[src/rtl/ps2_host_tx_if.sv]
// Host-side signal bundle for the PS/2 transmitter: byte handshake, line levels and
// open-drain enables, and completion status.
interface ps2_host_tx_if;
  logic [7:0] tx_data;
  logic       tx_valid;
  logic       tx_ready;
  logic       ps2_clk_in;
  logic       ps2_data_in;
  logic       ps2_clk_oe;
  logic       ps2_data_oe;
  logic       tx_done;
  logic       tx_err;

  modport master (
    output tx_data, tx_valid, ps2_clk_in, ps2_data_in,
    input  tx_ready, ps2_clk_oe, ps2_data_oe, tx_done, tx_err
  );

  modport slave (
    input  tx_data, tx_valid, ps2_clk_in, ps2_data_in,
    output tx_ready, ps2_clk_oe, ps2_data_oe, tx_done, tx_err
  );
endinterface

[src/rtl/ps2_host_tx.sv]
// PS/2 host-to-device byte transmitter: clock inhibit, request-to-send, frame shifted
// out on device clock falling edges, ACK capture, with an overall transfer timeout.
module ps2_host_tx #(
  parameter int unsigned INHIBIT_CYC = 10000,
  parameter int unsigned TIMEOUT_CYC = 2000000
) (
  input  logic         CLK,
  input  logic         RSTN,
  ps2_host_tx_if.slave bus
);
  localparam int unsigned InhW = (INHIBIT_CYC > 1) ? $clog2(INHIBIT_CYC) : 1;
  localparam int unsigned ToW  = (TIMEOUT_CYC > 1) ? $clog2(TIMEOUT_CYC) : 1;

  typedef enum logic [2:0] {
    StIdle, StInhibit, StRts, StSend, StAck, StWaitIdle
  } state_e;

  state_e          r_state, w_state_nxt;
  logic [7:0]      r_data, w_data_nxt;
  logic [InhW-1:0] r_inh_cnt, w_inh_cnt_nxt;
  logic [ToW-1:0]  r_to_cnt, w_to_cnt_nxt;
  logic [3:0]      r_bit_cnt, w_bit_cnt_nxt;
  logic            r_nack, w_nack_nxt;
  logic            r_clk_prev;
  logic            r_clk_oe, w_clk_oe_nxt;
  logic            r_data_oe, w_data_oe_nxt;
  logic            r_done, w_done_nxt;
  logic            r_err, w_err_nxt;
  logic            r_ready, w_ready_nxt;

  logic w_fall, w_timeout, w_inh_last, w_active;

  assign w_fall     = r_clk_prev & ~bus.ps2_clk_in;
  assign w_timeout  = (r_to_cnt == ToW'(TIMEOUT_CYC - 1));
  assign w_inh_last = (r_inh_cnt == InhW'(INHIBIT_CYC - 1));
  assign w_active   = (r_state == StRts) || (r_state == StSend) ||
                      (r_state == StAck) || (r_state == StWaitIdle);

  always_comb begin
    w_state_nxt   = r_state;
    w_data_nxt    = r_data;
    w_inh_cnt_nxt = '0;
    w_to_cnt_nxt  = '0;
    w_bit_cnt_nxt = r_bit_cnt;
    w_nack_nxt    = r_nack;
    w_data_oe_nxt = r_data_oe;
    w_done_nxt    = 1'b0;
    w_err_nxt     = 1'b0;

    unique case (r_state)
      StIdle: begin
        w_bit_cnt_nxt = '0;
        w_nack_nxt    = 1'b0;
        if (bus.tx_valid && r_ready) begin
          w_data_nxt  = bus.tx_data;
          w_state_nxt = StInhibit;
        end
      end
      StInhibit: begin
        if (w_inh_last) w_state_nxt = StRts;
        else            w_inh_cnt_nxt = r_inh_cnt + InhW'(1);
      end
      StRts: begin
        w_to_cnt_nxt = r_to_cnt + ToW'(1);
        w_state_nxt  = StSend;
      end
      StSend: begin
        w_to_cnt_nxt = r_to_cnt + ToW'(1);
        if (w_fall) begin
          w_bit_cnt_nxt = r_bit_cnt + 4'd1;
          // Line level is the inverse of the enable: data bits, then odd parity, then stop.
          if (r_bit_cnt < 4'd8) begin
            w_data_oe_nxt = ~r_data[r_bit_cnt[2:0]];
          end else if (r_bit_cnt == 4'd8) begin
            w_data_oe_nxt = ^r_data;
          end else begin
            w_data_oe_nxt = 1'b0;
            w_state_nxt   = StAck;
          end
        end
      end
      StAck: begin
        w_to_cnt_nxt = r_to_cnt + ToW'(1);
        if (w_fall) begin
          w_nack_nxt  = bus.ps2_data_in;
          w_state_nxt = StWaitIdle;
        end
      end
      StWaitIdle: begin
        w_to_cnt_nxt = r_to_cnt + ToW'(1);
        if (bus.ps2_clk_in && bus.ps2_data_in) begin
          w_done_nxt  = 1'b1;
          w_err_nxt   = r_nack;
          w_state_nxt = StIdle;
        end
      end
      default: w_state_nxt = StIdle;
    endcase

    if (w_active && w_timeout) begin
      w_state_nxt  = StIdle;
      w_done_nxt   = 1'b1;
      w_err_nxt    = 1'b1;
      w_to_cnt_nxt = '0;
    end

    // Enables are derived from the next state so they register in step with it.
    w_clk_oe_nxt = (w_state_nxt == StInhibit) || (w_state_nxt == StRts);
    if (w_state_nxt == StRts)       w_data_oe_nxt = 1'b1;
    else if (w_state_nxt != StSend) w_data_oe_nxt = 1'b0;
    w_ready_nxt = (w_state_nxt == StIdle);
  end

  always_ff @(posedge CLK or negedge RSTN) begin
    if (!RSTN) begin
      r_state    <= StIdle;
      r_data     <= '0;
      r_inh_cnt  <= '0;
      r_to_cnt   <= '0;
      r_bit_cnt  <= '0;
      r_nack     <= 1'b0;
      r_clk_prev <= 1'b1;
      r_clk_oe   <= 1'b0;
      r_data_oe  <= 1'b0;
      r_done     <= 1'b0;
      r_err      <= 1'b0;
      r_ready    <= 1'b1;
    end else begin
      r_state    <= w_state_nxt;
      r_data     <= w_data_nxt;
      r_inh_cnt  <= w_inh_cnt_nxt;
      r_to_cnt   <= w_to_cnt_nxt;
      r_bit_cnt  <= w_bit_cnt_nxt;
      r_nack     <= w_nack_nxt;
      r_clk_prev <= bus.ps2_clk_in;
      r_clk_oe   <= w_clk_oe_nxt;
      r_data_oe  <= w_data_oe_nxt;
      r_done     <= w_done_nxt;
      r_err      <= w_err_nxt;
      r_ready    <= w_ready_nxt;
    end
  end

  assign bus.tx_ready    = r_ready;
  assign bus.ps2_clk_oe  = r_clk_oe;
  assign bus.ps2_data_oe = r_data_oe;
  assign bus.tx_done     = r_done;
  assign bus.tx_err      = r_err;
endmodule

[src/flat_wrapper.sv]
// flat-port wrapper written by rule: the top's interface ports become plain ports
module ps2_host_tx_flat 
#(
  parameter int unsigned INHIBIT_CYC = 10000,
  parameter int unsigned TIMEOUT_CYC = 2000000
)
  (CLK, RSTN, bus_tx_data, bus_tx_valid, bus_ps2_clk_in, bus_ps2_data_in, bus_tx_ready, bus_ps2_clk_oe, bus_ps2_data_oe, bus_tx_done, bus_tx_err);
  ps2_host_tx_if bus_i ();
  input  logic CLK;
  input  logic RSTN;
  input wire logic [$bits(bus_i.tx_data)-1:0] bus_tx_data;
  input wire logic [$bits(bus_i.tx_valid)-1:0] bus_tx_valid;
  input wire logic [$bits(bus_i.ps2_clk_in)-1:0] bus_ps2_clk_in;
  input wire logic [$bits(bus_i.ps2_data_in)-1:0] bus_ps2_data_in;
  output wire logic [$bits(bus_i.tx_ready)-1:0] bus_tx_ready;
  output wire logic [$bits(bus_i.ps2_clk_oe)-1:0] bus_ps2_clk_oe;
  output wire logic [$bits(bus_i.ps2_data_oe)-1:0] bus_ps2_data_oe;
  output wire logic [$bits(bus_i.tx_done)-1:0] bus_tx_done;
  output wire logic [$bits(bus_i.tx_err)-1:0] bus_tx_err;
  assign bus_i.tx_data = bus_tx_data;
  assign bus_i.tx_valid = bus_tx_valid;
  assign bus_i.ps2_clk_in = bus_ps2_clk_in;
  assign bus_i.ps2_data_in = bus_ps2_data_in;
  assign bus_tx_ready = bus_i.tx_ready;
  assign bus_ps2_clk_oe = bus_i.ps2_clk_oe;
  assign bus_ps2_data_oe = bus_i.ps2_data_oe;
  assign bus_tx_done = bus_i.tx_done;
  assign bus_tx_err = bus_i.tx_err;
  ps2_host_tx #(.INHIBIT_CYC(INHIBIT_CYC), .TIMEOUT_CYC(TIMEOUT_CYC)) u_core (.CLK(CLK), .RSTN(RSTN), .bus(bus_i));
endmodule
[config.mk]
export PLATFORM = sky130hd
export DESIGN_NAME = ps2_host_tx_flat
export DESIGN_NICKNAME = d
export VERILOG_FILES = /design/src/rtl/ps2_host_tx_if.sv /design/src/rtl/ps2_host_tx.sv /design/src/flat_wrapper.sv
export SDC_FILE = /design/constraint.sdc
export NUM_CORES = 1
export LEC_CHECK = 0
export CAP_MARGIN = 20
export CELL_PAD_IN_SITES_DETAIL_PLACEMENT = 0
export CELL_PAD_IN_SITES_GLOBAL_PLACEMENT = 2
export CORE_MARGIN = 8
export CORE_UTILIZATION = 32
export DETAILED_ROUTE_END_ITERATION = 10
export PLACE_DENSITY_LB_ADDON = 0.25
export SYNTH_ARGS = -nofsm -noshare
export SYNTH_HDL_FRONTEND = slang
export SYNTH_SLANG_ARGS = --single-unit
[constraint.sdc]
create_clock -name CLK -period 3 [get_ports CLK]
set_input_delay 0.3 -clock CLK [delete_from_list [all_inputs] [get_ports CLK]]
set_output_delay 0.3 -clock CLK [all_outputs]
set_load 0.02 [all_outputs]
After elaboration in Yosys (flattened, before gate mapping)
Cells that the tools add are included.

Word-level logic and storage cells: 83. Latch bits: 0. Input port bits: 13. Bits in read-only memories: 0. Output and inout port bits: 5. Bits in writable memories: 0. Bits in registers: 57. Memories: 0.

Div/mod/pow operators: 0. Bitwise gates (word level): 3. Multiplexer cells: 31. Eq/ne operators: 13. Multipliers: 0. Reductions and logical operators: 19. Shifts and indexed selects: 0. Order comparisons: 2. $add $sub $neg: 3.

Operator list (number): $mux 21 (2); $mux 14 (2); $mux 3 (8); $add 21x1->21 const B (1); $eq 21x21->1 const B (1); $pmux 3 s6 (1); $add 14x1->14 const B (1); $eq 14x14->1 const B (1); $mux 1 (14); $eq 3x2->1 const B (3); $pmux 4 s2 (1); $reduce_and 2->1 (4); $reduce_xor 8->1 (1); $eq 3x1->1 const B (2); $eq 3x3->1 const B (2); $logic_not 3->1 (2); $reduce_bool 3->1 (2); $add 4x1->4 const B (1); $eq 4x4->1 const B (1); $logic_or 1x1->1 (4); $lt 3x4->1 const B (1); $lt 4x4->1 const B (1); $mux 4 (1); $ne 2x1->1 const B (2); other kinds (8) (12).

Longest topological paths before layout
Gate-level depths: netlist of run 1.

Depth after elaboration: 9. Depth in mapped cells: 7. Gate-level depth less buffers: 6.

Worst setup path before layout of run 1
No wires, ideal clock.

Path kind: reg-to-reg. Start point: register u_core.r_state[1]. End point: register u_core.r_data_oe, in the netlist u_core.bus.ps2_data_oe. Library setup time: 0.126 ns. Period minus slack after synthesis: 1.796 ns. Path slack: 1.204 ns. Arrival time: 1.670 ns. Path buffers: 2. Stages on the path, launching flop included: 7. Required time: 2.874 ns. Cells stage by stage: dfrtp_1 buf_2 nor2b_1 and3_1 buf_2 mux2_1 o311a_1.

Word-level cells in the longest chain between the ends: 9. Elaborated cells on any way between the ends: 26. Classes of those cells: 7 x eq/ne; 11 x mux; 8 x reduce/logical.

Ends and longest elaborated chain: start: declaration (line ps2_host_tx.sv:18) `state_e r_state, w_state_nxt;`; start signal: assignment (line ps2_host_tx.sv:116) `r_state <= StIdle;`; start signal: assignment (line ps2_host_tx.sv:129) `r_state <= w_state_nxt;`; branches (longest 9 deep; another with $pmux 3 s6); end signal: assignment (line ps2_host_tx.sv:137) `r_data_oe <= w_data_oe_nxt;`; end: declaration (line ps2_host_tx.sv:26) `logic r_data_oe, w_data_oe_nxt;`.

Parallel ways; which one is timed is not known. A chain may end at the register's enable or synchronous reset.

Final worst setup path of run 1
Ends and elaborated chain as after synthesis.

==> results, run 1 <==
- The first routing iteration left 91 violations.
- The setup path with the least slack is of type register to register.
- The end of the worst hold path is u_core.r_clk_prev$_DFF_PN1_.
- Overall power consumption after layout is estimated at between 1.5 and 2 mW.
- In this run the most critical hold path is launched from bus_ps2_clk_in.
- The portion of total power attributed to sequential cells is 45.5%.
- After synthesis, the netlist uses 46 different library cells.
- The count of yosys warnings during synthesis is 0.
- In this run the tool buffered the top-level ports with 17 buffer cells.
- The maximum number of pins on one net before global-route repair is 27.
- The critical path contains buffers and inverters numbering 0 combined.
- Setup total negative slack on the finished layout was measured at 0 ns.
- The routed wire length per instance is 14.7 µm.
- The class of the worst hold path is input pin to register.
- The number of antenna diodes in the final layout is 0.
- The synthesized instance count is 280.
- Fill cells in the final layout number 884.
- The count of state elements after synthesis is 57.
- For this design the total switching power over the nets is around 330 µW.
- Clock-pin slew was measured on the worst setup and hold paths at 0.07 ns.
- The number of sinks on the clock net is 57.
- Derived from the worst setup path, the maximum achievable clock frequency is 476 MHz.
- Traced cell by cell, the critical path runs through nor3_2 > and3_1 > a21oi_1 > and3_1 > o311a_1.
- In the final layout, the share of cells above drive strength 1 is 13.2%.
- After clock tree synthesis, the setup repair step added 0 buffers.
- In this design, the largest share of critical-path delay is due to simple AND/OR/NAND/NOR gates.
- The number of synthesized flops with an enable pin is 0.
- The switching share of total power is around 20%.
- For this design, the slowest cell found on the critical path is and3_1.
- Once detail routing completed, the nets flagged for antenna violations numbered 0.
- STA classifies the critical path endpoint as a register.
- The average via count per standard cell is a little under 5.
- Counting every net in the synthesized netlist gives 296.
- The hold path depth is 1.
- For this run, the register share of the synthesized area comes to 50.1%.
- The dominant synthesized flop cell is dfrtp_1.
- The mapped netlist covers 2850 µm².
- The count of pins over their slew limit was 0.
- The flow ran to the end, and the final reports show no timing, DRC or antenna violations.
- The final-stage net count is 321.
- The buffer levels on the longest clock path is 2.
- STA classifies the critical path startpoint as a register.
- Setup violations remaining at the end of the flow were counted as 0.
- At the worst endpoint, the required time is ~3.2 ns.
- The TritonCTS clock tree is yes.
- The buffer type at the clock tree root is clkbuf_8.
- The layout overhead on the synthesized area is 18.6%.
- The clock arrives with 0.0104 ns of skew.
- In the routed design, unresolved DRC markers number 0.
- Across the run, the number of max-cap violations was 0.
- Once detailed placement completed, the half-perimeter wirelength came to 4.42 mm.
- For this configuration, the core starts out at a cell density of 32.9%.
- The total clock buffers created by CTS is 9.
- In this run the worst path has a maximum fanout of 10.
- After global routing the overflow that remains totals 0.
- Measured in cells, the most critical reg-to-reg path has a length of 5.
- The startpoint of the lowest-slack register-to-register path is u_core.r_state[1]$_DFF_PN0_.
- The transition at the pin with the smallest max-transition slack is between 0.9 and 1 ns.
- The depth of the CTS H-tree is 3.
- Setup repair after global routing left no endpoint under its margin.
- In this run, the combinational gates consume between 2 and 2.5% of the power.
- The number of I/O pins is 18.
- The clock network latency to the later pin of the worst-skew pair is 0.34 ns.
- The first TritonRoute pass finished after 4 iterations.
- The biggest cell delay along the critical path is a little under 0.5 ns.
- The clock share of power is 52.4%.
- The core region is 8680 µm².
- The normalized max-slew margin is 38.0%.
- The count of vias placed by the detailed router is 2017.
- STA puts the critical path data arrival time at 2.31 ns.
- The total die area is 12200 µm².
- Of the available clock period, the critical path in the final layout requires 70.0%.
- The areal power density over the cells is 500 nW/µm².
- The first global-routing pass estimated 10.6 mm of wire.
- IR analysis of the VDD net gives a maximum drop of between 0.0002 and 0.00025 V.
- The internal portion of the total power is 1.36 mW.
- Routability-driven placement finished with a final weighted congestion of 0.745.
- For flop-to-flop paths, the worst setup slack is 0.90 ns.
- The leakage power total is 1.40 nW.
- The number of antenna violations at the first check in global routing is 0.
- The average instance in the mapped netlist occupies 10.2 µm².
- In this design, the critical path's most frequently occurring cell is and3_1.
- Across every metal layer, demand over resource in global routing totals 10.5%.
- For this run, asynchronously set or reset flops after synthesis account for 100%.
- The area of all sequential standard cells is between 1000 and 1500 µm².
- The via count of the first global-routing pass is just over 2000.
- The horizontal die dimension is ~110 µm.
- The die is 110 µm tall.
- The routed wire length is 6.13 mm.
- The total count of hold-check failures in the final report is 0.
- The total area of multi-input combinational cells is 1350 µm².
- The smallest clock period supported by the final layout is computed as 2.10 ns.
- The endpoint identified for the worst register-to-register timing path is u_core.bus.ps2_data_oe$_DFFE_PN0P_.
- The floorplan has 34 rows.
## worst max path at each step
stage,from,to,slack [ns],cells past startpoint
2_1_floorplan,u_core.r_state[1]$_DFF_PN0_,u_core.bus.ps2_data_oe$_DFFE_PN0P_,1.20,6
3_3_place_gp,bus_ps2_clk_in,u_core.bus.ps2_data_oe$_DFFE_PN0P_,0.83,5
3_5_place_dp,bus_ps2_clk_in,u_core.bus.ps2_data_oe$_DFFE_PN0P_,0.85,5
4_1_cts,u_core.r_state[1]$_DFF_PN0_,u_core.bus.ps2_data_oe$_DFFE_PN0P_,0.86,5
5_1_grt,u_core.r_to_cnt[0]$_DFF_PN0_,u_core.r_to_cnt[12]$_DFF_PN0_,0.64,6
6_report,u_core.r_state[1]$_DFF_PN0_,u_core.bus.ps2_data_oe$_DFFE_PN0P_,0.90,5
## state kept, by name, indices dropped and copies added, names as in the netlist
register	count
u_core.r_inh_cnt	14
u_core.r_nack	1
u_core.bus.ps2_data_oe	1
u_core.r_to_cnt	21
u_core.bus.tx_err	1
u_core.bus.ps2_clk_oe	1
u_core.r_data	8
u_core.bus.tx_ready	1
u_core.bus.tx_done	1
u_core.r_clk_prev	1
u_core.r_state	3
u_core.r_bit_cnt	4
## per-layer routing
| metal | global-route usage (%) | part of all wire [%] | vias up | wire length, µm |
|---|---|---|---|---|
| li1 | - | - | 1004 | - |
| met3 | 2.65 | 3.1 | 11 | 187 |
| met5 | 0 | 0 | - | 0 |
| met1 | 14.3 | 51 | 982 | 3110 |
| met4 | 4.86 | 1.8 | 0 | 110 |
| met2 | 15.3 | 44 | 20 | 2720 |
## synthesized netlist by cell type (all sizes together) (2+ instances only)
cell type   n  area, µm²
a21oi       2       10.0
and2        2       12.5
and3        6       37.5
and4        3       26.3
buf         5       33.8
dfrtp      55       1380
dfstp       2       52.6
ha          3       37.5
inv        10       37.5
mux2        9        101
mux4        2       48.8
nand2      25       93.8
nand3      11       55.1
nand4       9       56.3
nor2       53        209
nor2b       4       25.0
nor3        9       60.1
nor4        3       25.0
nor4b       4       35.0
o21ai       6       33.8
or3         3       18.8
xnor2      27        236
xor2       13        114
## final cells by class
class	count	share of cell area (%)
clock buffers	11	4.18
clock inverters	5	3.03
inverters	10	1.11
multi-input cells	207	39.9
flip-flops and latches	57	42.2
well taps	108	3.99
repair buffers	20	5.62
## logic make-up after synthesis
logic type	count (synthesis)	synth area share (%)
mux	12	5.61
xor+xnor	40	12.3
buf+inv	16	2.63
compound gates	14	3.29
flops	57	50.1
fa+ha+maj	4	1.67
simple gates	137	24.5
## metrics by stage
step	setup WS, ns	hold slack (ns)	instance area [µm²]	utilization (%)	instances
5_1_grt	0.641	0.460	3390	39.0	418
3_5_place_dp	0.848	0.359	3130	36.1	401
6_report	0.899	0.454	3390	39.0	418
3_3_place_gp	0.831	0.354	3130	36.1	401
2_1_floorplan	1.20	0.00441	2850	-	280
4_1_cts	0.860	0.436	3390	39.0	418
## power groups by stage
stage	logic [mW]	registers, mW	clock network [mW]
global route	0.0424	0.769	0.957
detailed placement	0.0376	0.784	0
finish	0.0367	0.770	0.887
CTS	0.0387	0.770	0.919
floorplan	0.00243	0.784	0
global placement	0.0374	0.784	0
## timing repair
action / in CTS / in global routing
hold buffers: 1 / 0
endpoints found under the hold margin: 22 / 0
setup endpoints to repair: 0 / 0
resized for setup: 0 / 0
## layout by cell type (no fill, tap or decap), types with 2 or more instances in the layout
cell type / count
dfrtp_1: 55
nor2_1: 49
xnor2_1: 27
nand2_1: 25
clkdlybuf4s50_1: 16
xor2_1: 13
nand3_1: 11
clkbuf_8: 10
nand4_1: 9
inv_1: 9
mux2_2: 8
nor3_1: 6
and3_1: 6
o21ai_0: 5
nor2b_1: 4
nor4b_1: 4
nor2_2: 4
or3_1: 3
and4_1: 3
nor3_2: 3
ha_1: 3
bufinv_16: 3
nor4_1: 2
and2_1: 2
a21oi_1: 2
buf_4: 2
dfstp_2: 2
No activity file was read; power rests on OpenSTA's default activity.
==> inputs of run 2 (changes only) <==
==> constraint.sdc (replaced) <==
create_clock -name CLK -period 2.1 [get_ports CLK]
set_input_delay 0.21 -clock CLK [delete_from_list [all_inputs] [get_ports CLK]]
set_output_delay 0.21 -clock CLK [all_outputs]
set_load 0.02 [all_outputs]
==> run 2 against run 1 <==
Effect of this change:
- sequential share of layout area down 0.58 points
- utilization up 0.55 points
- register-to-register slack worse by 0.63 ns
- maximum frequency up 15%
- critical path depth up 1
- first-iteration DRC count down 7.7%
- combinational power up 47%
- cell area up 1.4%
- critical path type unchanged
- largest cell class unchanged
- highest routed layer unchanged
==> results, run 2 (synthesized netlist as in run 1, its figures left out) <==
- The total count of hold-check failures in the final report is 0.
- The total die area is roughly 12000 µm².
- The analysis attributes to net switching a power of around 500 µW.
- Relative to the synthesized area, the layout overhead comes to 20.3%.
- The count of pins over their slew limit is 0.
- For this design the top-level I/O count stands at 18.
- The flow ran to the end, and the final reports show no timing, DRC or antenna violations.
- Internal power comes to ~1.8 mW.
- At the end of routability-driven placement, the weighted congestion stood at 0.726.
- The register containing the most flip-flops in the final layout is u_core.r_to_cnt.
- The startpoint of the worst hold path is bus_ps2_clk_in.
- Dividing the detail-routed via count by the number of cells gives 4.79.
- Setup violations remaining at the end of the flow were counted as 0.
- The number of inserted diodes is 0.
- The type of element launching the critical path is a register.
- The half-perimeter wire length after detailed placement is 4.31 mm.
- The areal power density over the cells is 679 nW/µm².
- The die span in y is roughly 110 µm.
- The final-stage net count is 326.
- The pre-CTS setup slack is 0.176 ns.
- The first-pass detailed-route iteration total is 4.
- The worst setup path startpoint is u_core.r_to_cnt[0]$_DFF_PN0_.
- The longest clock path from root to sink contains 2 buffers.
- The worst voltage drop across the vdd grid is 0.000256 V.
- The path class of the tightest hold or removal check is input pin to register.
- The floorplan step set the die width to 110 µm.
- On the worst path, the slowest cell contributes a delay of 0.61 ns.
- The routed wire length is ~6.1 mm.
- The region available for standard cell placement spans 8680 µm².
- Global routing finished with a remaining overflow of 0.
- The largest fanout on the critical path is 4.
- The largest individual stage delay along the critical path comes from the cell or4b_4.
- The via count of the first global-routing pass is 2198.
- The worst register-to-register path has a setup slack of 0.27 ns.
- The share of final-layout standard cells stronger than drive strength 1 is 15.2%.
- The initial core utilization is between 30 and 40%.
- The number of cell instances on the worst register-to-register path is 6.
- The register with the most flip-flops in the layout has 21 of them.
- The clock network is responsible for 50.5% of the overall power.
- The worst setup path is of the register to register kind.
- The row count is 34.
- The depth of the CTS H-tree is 3.
- The leakage power total is 1.43 nW.
- The number of antenna violations at the first check in global routing came to 0.
- The worst path needs 1.83 ns of the cycle, external delays included.
- The number of sinks on the clock net is 57.
- The post-CTS repair timing setup buffer count is 0.
- The first global-routing pass estimated 11.0 mm of wire.
- In the layout the commonest cells are 55 x dfrtp_1, 49 x nor2_1, 27 x xnor2_1.
- The library cell used most frequently in the layout, excluding fill and tap cells, is dfrtp_1.
- In the final routed layout, each cell accounts on average for 14.5 µm.
- The number of buffers added on ports is 17.
- Setup repair after global routing left no endpoint under its margin.
- In the post-route analysis, the smallest setup slack over all paths is 0.269 ns.
- The root buffer cell chosen for the clock tree is clkbuf_8.
- Once layout is done, the placed cells without fillers occupy 3430 µm².
- The combined global-route utilization of all metal layers is a little over a tenth.
- The transition at the pin with the smallest max-transition slack is 0.438 ns.
- In this run the cell area measured after placement is 3190 µm².
- The worst hold margin is 0.360 ns.
- The endpoint of the worst register-to-register path is u_core.r_to_cnt[18]$_DFF_PN0_.
- After detailed routing, the number of remaining DRC violations is 0.
- The hold path depth is 1.
- The endpoint required time on the critical path is roughly 2.3 ns.
- Combinational logic burns 2.3% of the power.
- The worst setup path is captured at a register.
- The DRC marker count from the first detailed-route iteration is 84.
- The largest registers in the layout are u_core.r_to_cnt (21), u_core.r_inh_cnt (14), u_core.r_data (8).
- Per report_power, the sequential group accounts for 47.2% of the total.
- Entering global routing, the biggest net connects 58 pins.
- TritonCTS built the clock tree.
- In this run the worst setup path terminates at u_core.r_to_cnt[18]$_DFF_PN0_.
- After layout, the design draws a total of 2.33 mW.
- The register clock-pin slew on the reported worst setup and hold paths is about 0.070 ns.
- The peak clock frequency supported by timing is about 550 MHz.
- The clock network latency to the later pin of the worst-skew pair is 0.34 ns.
- At the worst endpoint, the arrival time is 2.05 ns.
- In this run the critical register-to-register path is launched from u_core.r_to_cnt[0]$_DFF_PN0_.
- The number of max-cap violations is 0.
- The total clock buffers created by CTS is 9.
- In this run the remaining antenna-violating nets after routing total 0.
- The final period utilization is ~87%.
- The clock arrives with 0.0183 ns of skew.
- The accumulated negative setup slack is 0 ns.
- Summing over every cut layer, the via total after detailed routing is between 2000 and 2500.
- The switching share of total power is 21.6%.
- The normalized max-slew margin is 70.6%.
- Traced cell by cell, the critical path runs through ha_1 > nand4_1 > or4b_4 > nor3_2 > xnor2_1 > nor2_2.
[run 2: changes by cell type in the layout (fill, tap and decap cells not counted)]
cell	previous run	this run
clkbuf_1	1	0
bufinv_16	3	2
and4_2	0	1
clkinv_4	0	1
inv_6	0	1
buf_12	0	2
buf_4	2	5
and4_1	3	2
[run 2: through the flow]
| step | cells | util (%) |
|---|---|---|
| 4_1_cts | 423 | 39.5 |
| 3_3_place_gp | 406 | 36.8 |
| 5_1_grt | 423 | 39.6 |
| 6_report | 423 | 39.6 |
| 2_1_floorplan | 280 | - |
| 3_5_place_dp | 406 | 36.8 |
[run 2: critical path, delay by kind of cell (launching register included)]
kind                       cells  cell delay [ns]
adders and majority gates      1             0.21
DFF                            1             0.38
and+or+nand+nor                4             0.97
xor gates and xnor gates       1             0.16
[run 2: area by class of cell]
| cell class | instances | area, µm² |
|---|---|---|
| Clock buffer | 10 | 138 |
| Clock inverter | 6 | 90.1 |
| Fill cell | 884 | 5250 |
| Inverter | 10 | 37.5 |
| Multi-Input combinational cell | 207 | 1350 |
| Sequential cell | 57 | 1430 |
| Tap cell | 108 | 135 |
| Timing Repair Buffer | 25 | 253 |
[run 2: layer usage]
layer | track usage, % | part of all wire [%] | vias to the layer above
li1 | - | - | 1013
met1 | 14.2 | 51 | 989
met2 | 16.7 | 45 | 16
met3 | 2.49 | 2.0 | 9
met4 | 5.41 | 2.0 | 0
met5 | 0 | 0 | -
[run 2: power by group through the flow]
stage	Combinational (mW)	Sequential (mW)	Clock (mW)
2_1_floorplan	0.00347	1.12	0
3_3_place_gp	0.0556	1.12	0
3_5_place_dp	0.0557	1.12	0
4_1_cts	0.0570	1.10	1.21
5_1_grt	0.0628	1.10	1.27
6_report	0.0539	1.10	1.18
[run 2: worst min-delay path by stage]
| stage | slack, ns | endpoint |
|---|---|---|
| after floorplan | -0.09 | u_core.bus.ps2_clk_oe$_DFF_PN0_ |
| after global placement | 0.24 | u_core.r_to_cnt[18]$_DFF_PN0_ |
| after detailed placement | 0.24 | u_core.r_to_cnt[17]$_DFF_PN0_ |
| after CTS | 0.35 | u_core.r_clk_prev$_DFF_PN1_ |
| after global routing | 0.37 | u_core.r_clk_prev$_DFF_PN1_ |
| final | 0.36 | u_core.r_clk_prev$_DFF_PN1_ |
[run 2: timing repair]
action / 4_1_cts / 5_1_grt
setup endpoints to repair: 0 / 1
gates resized for setup: 0 / 1
hold endpoints to repair: 55 / 0
hold buffers: 1 / 0
==> inputs of run 3 (changes only) <==
--- a/config.mk
+++ b/config.mk
@@ -11,6 +11,7 @@
 export CORE_MARGIN = 8
 export CORE_UTILIZATION = 32
 export DETAILED_ROUTE_END_ITERATION = 10
+export HOLD_SLACK_MARGIN = 0.15
 export PLACE_DENSITY_LB_ADDON = 0.25
 export SYNTH_ARGS = -nofsm -noshare
 export SYNTH_HDL_FRONTEND = slang
==> results of run 3 <==
The final DEF is identical to that of run 2; final timing and power are the same.
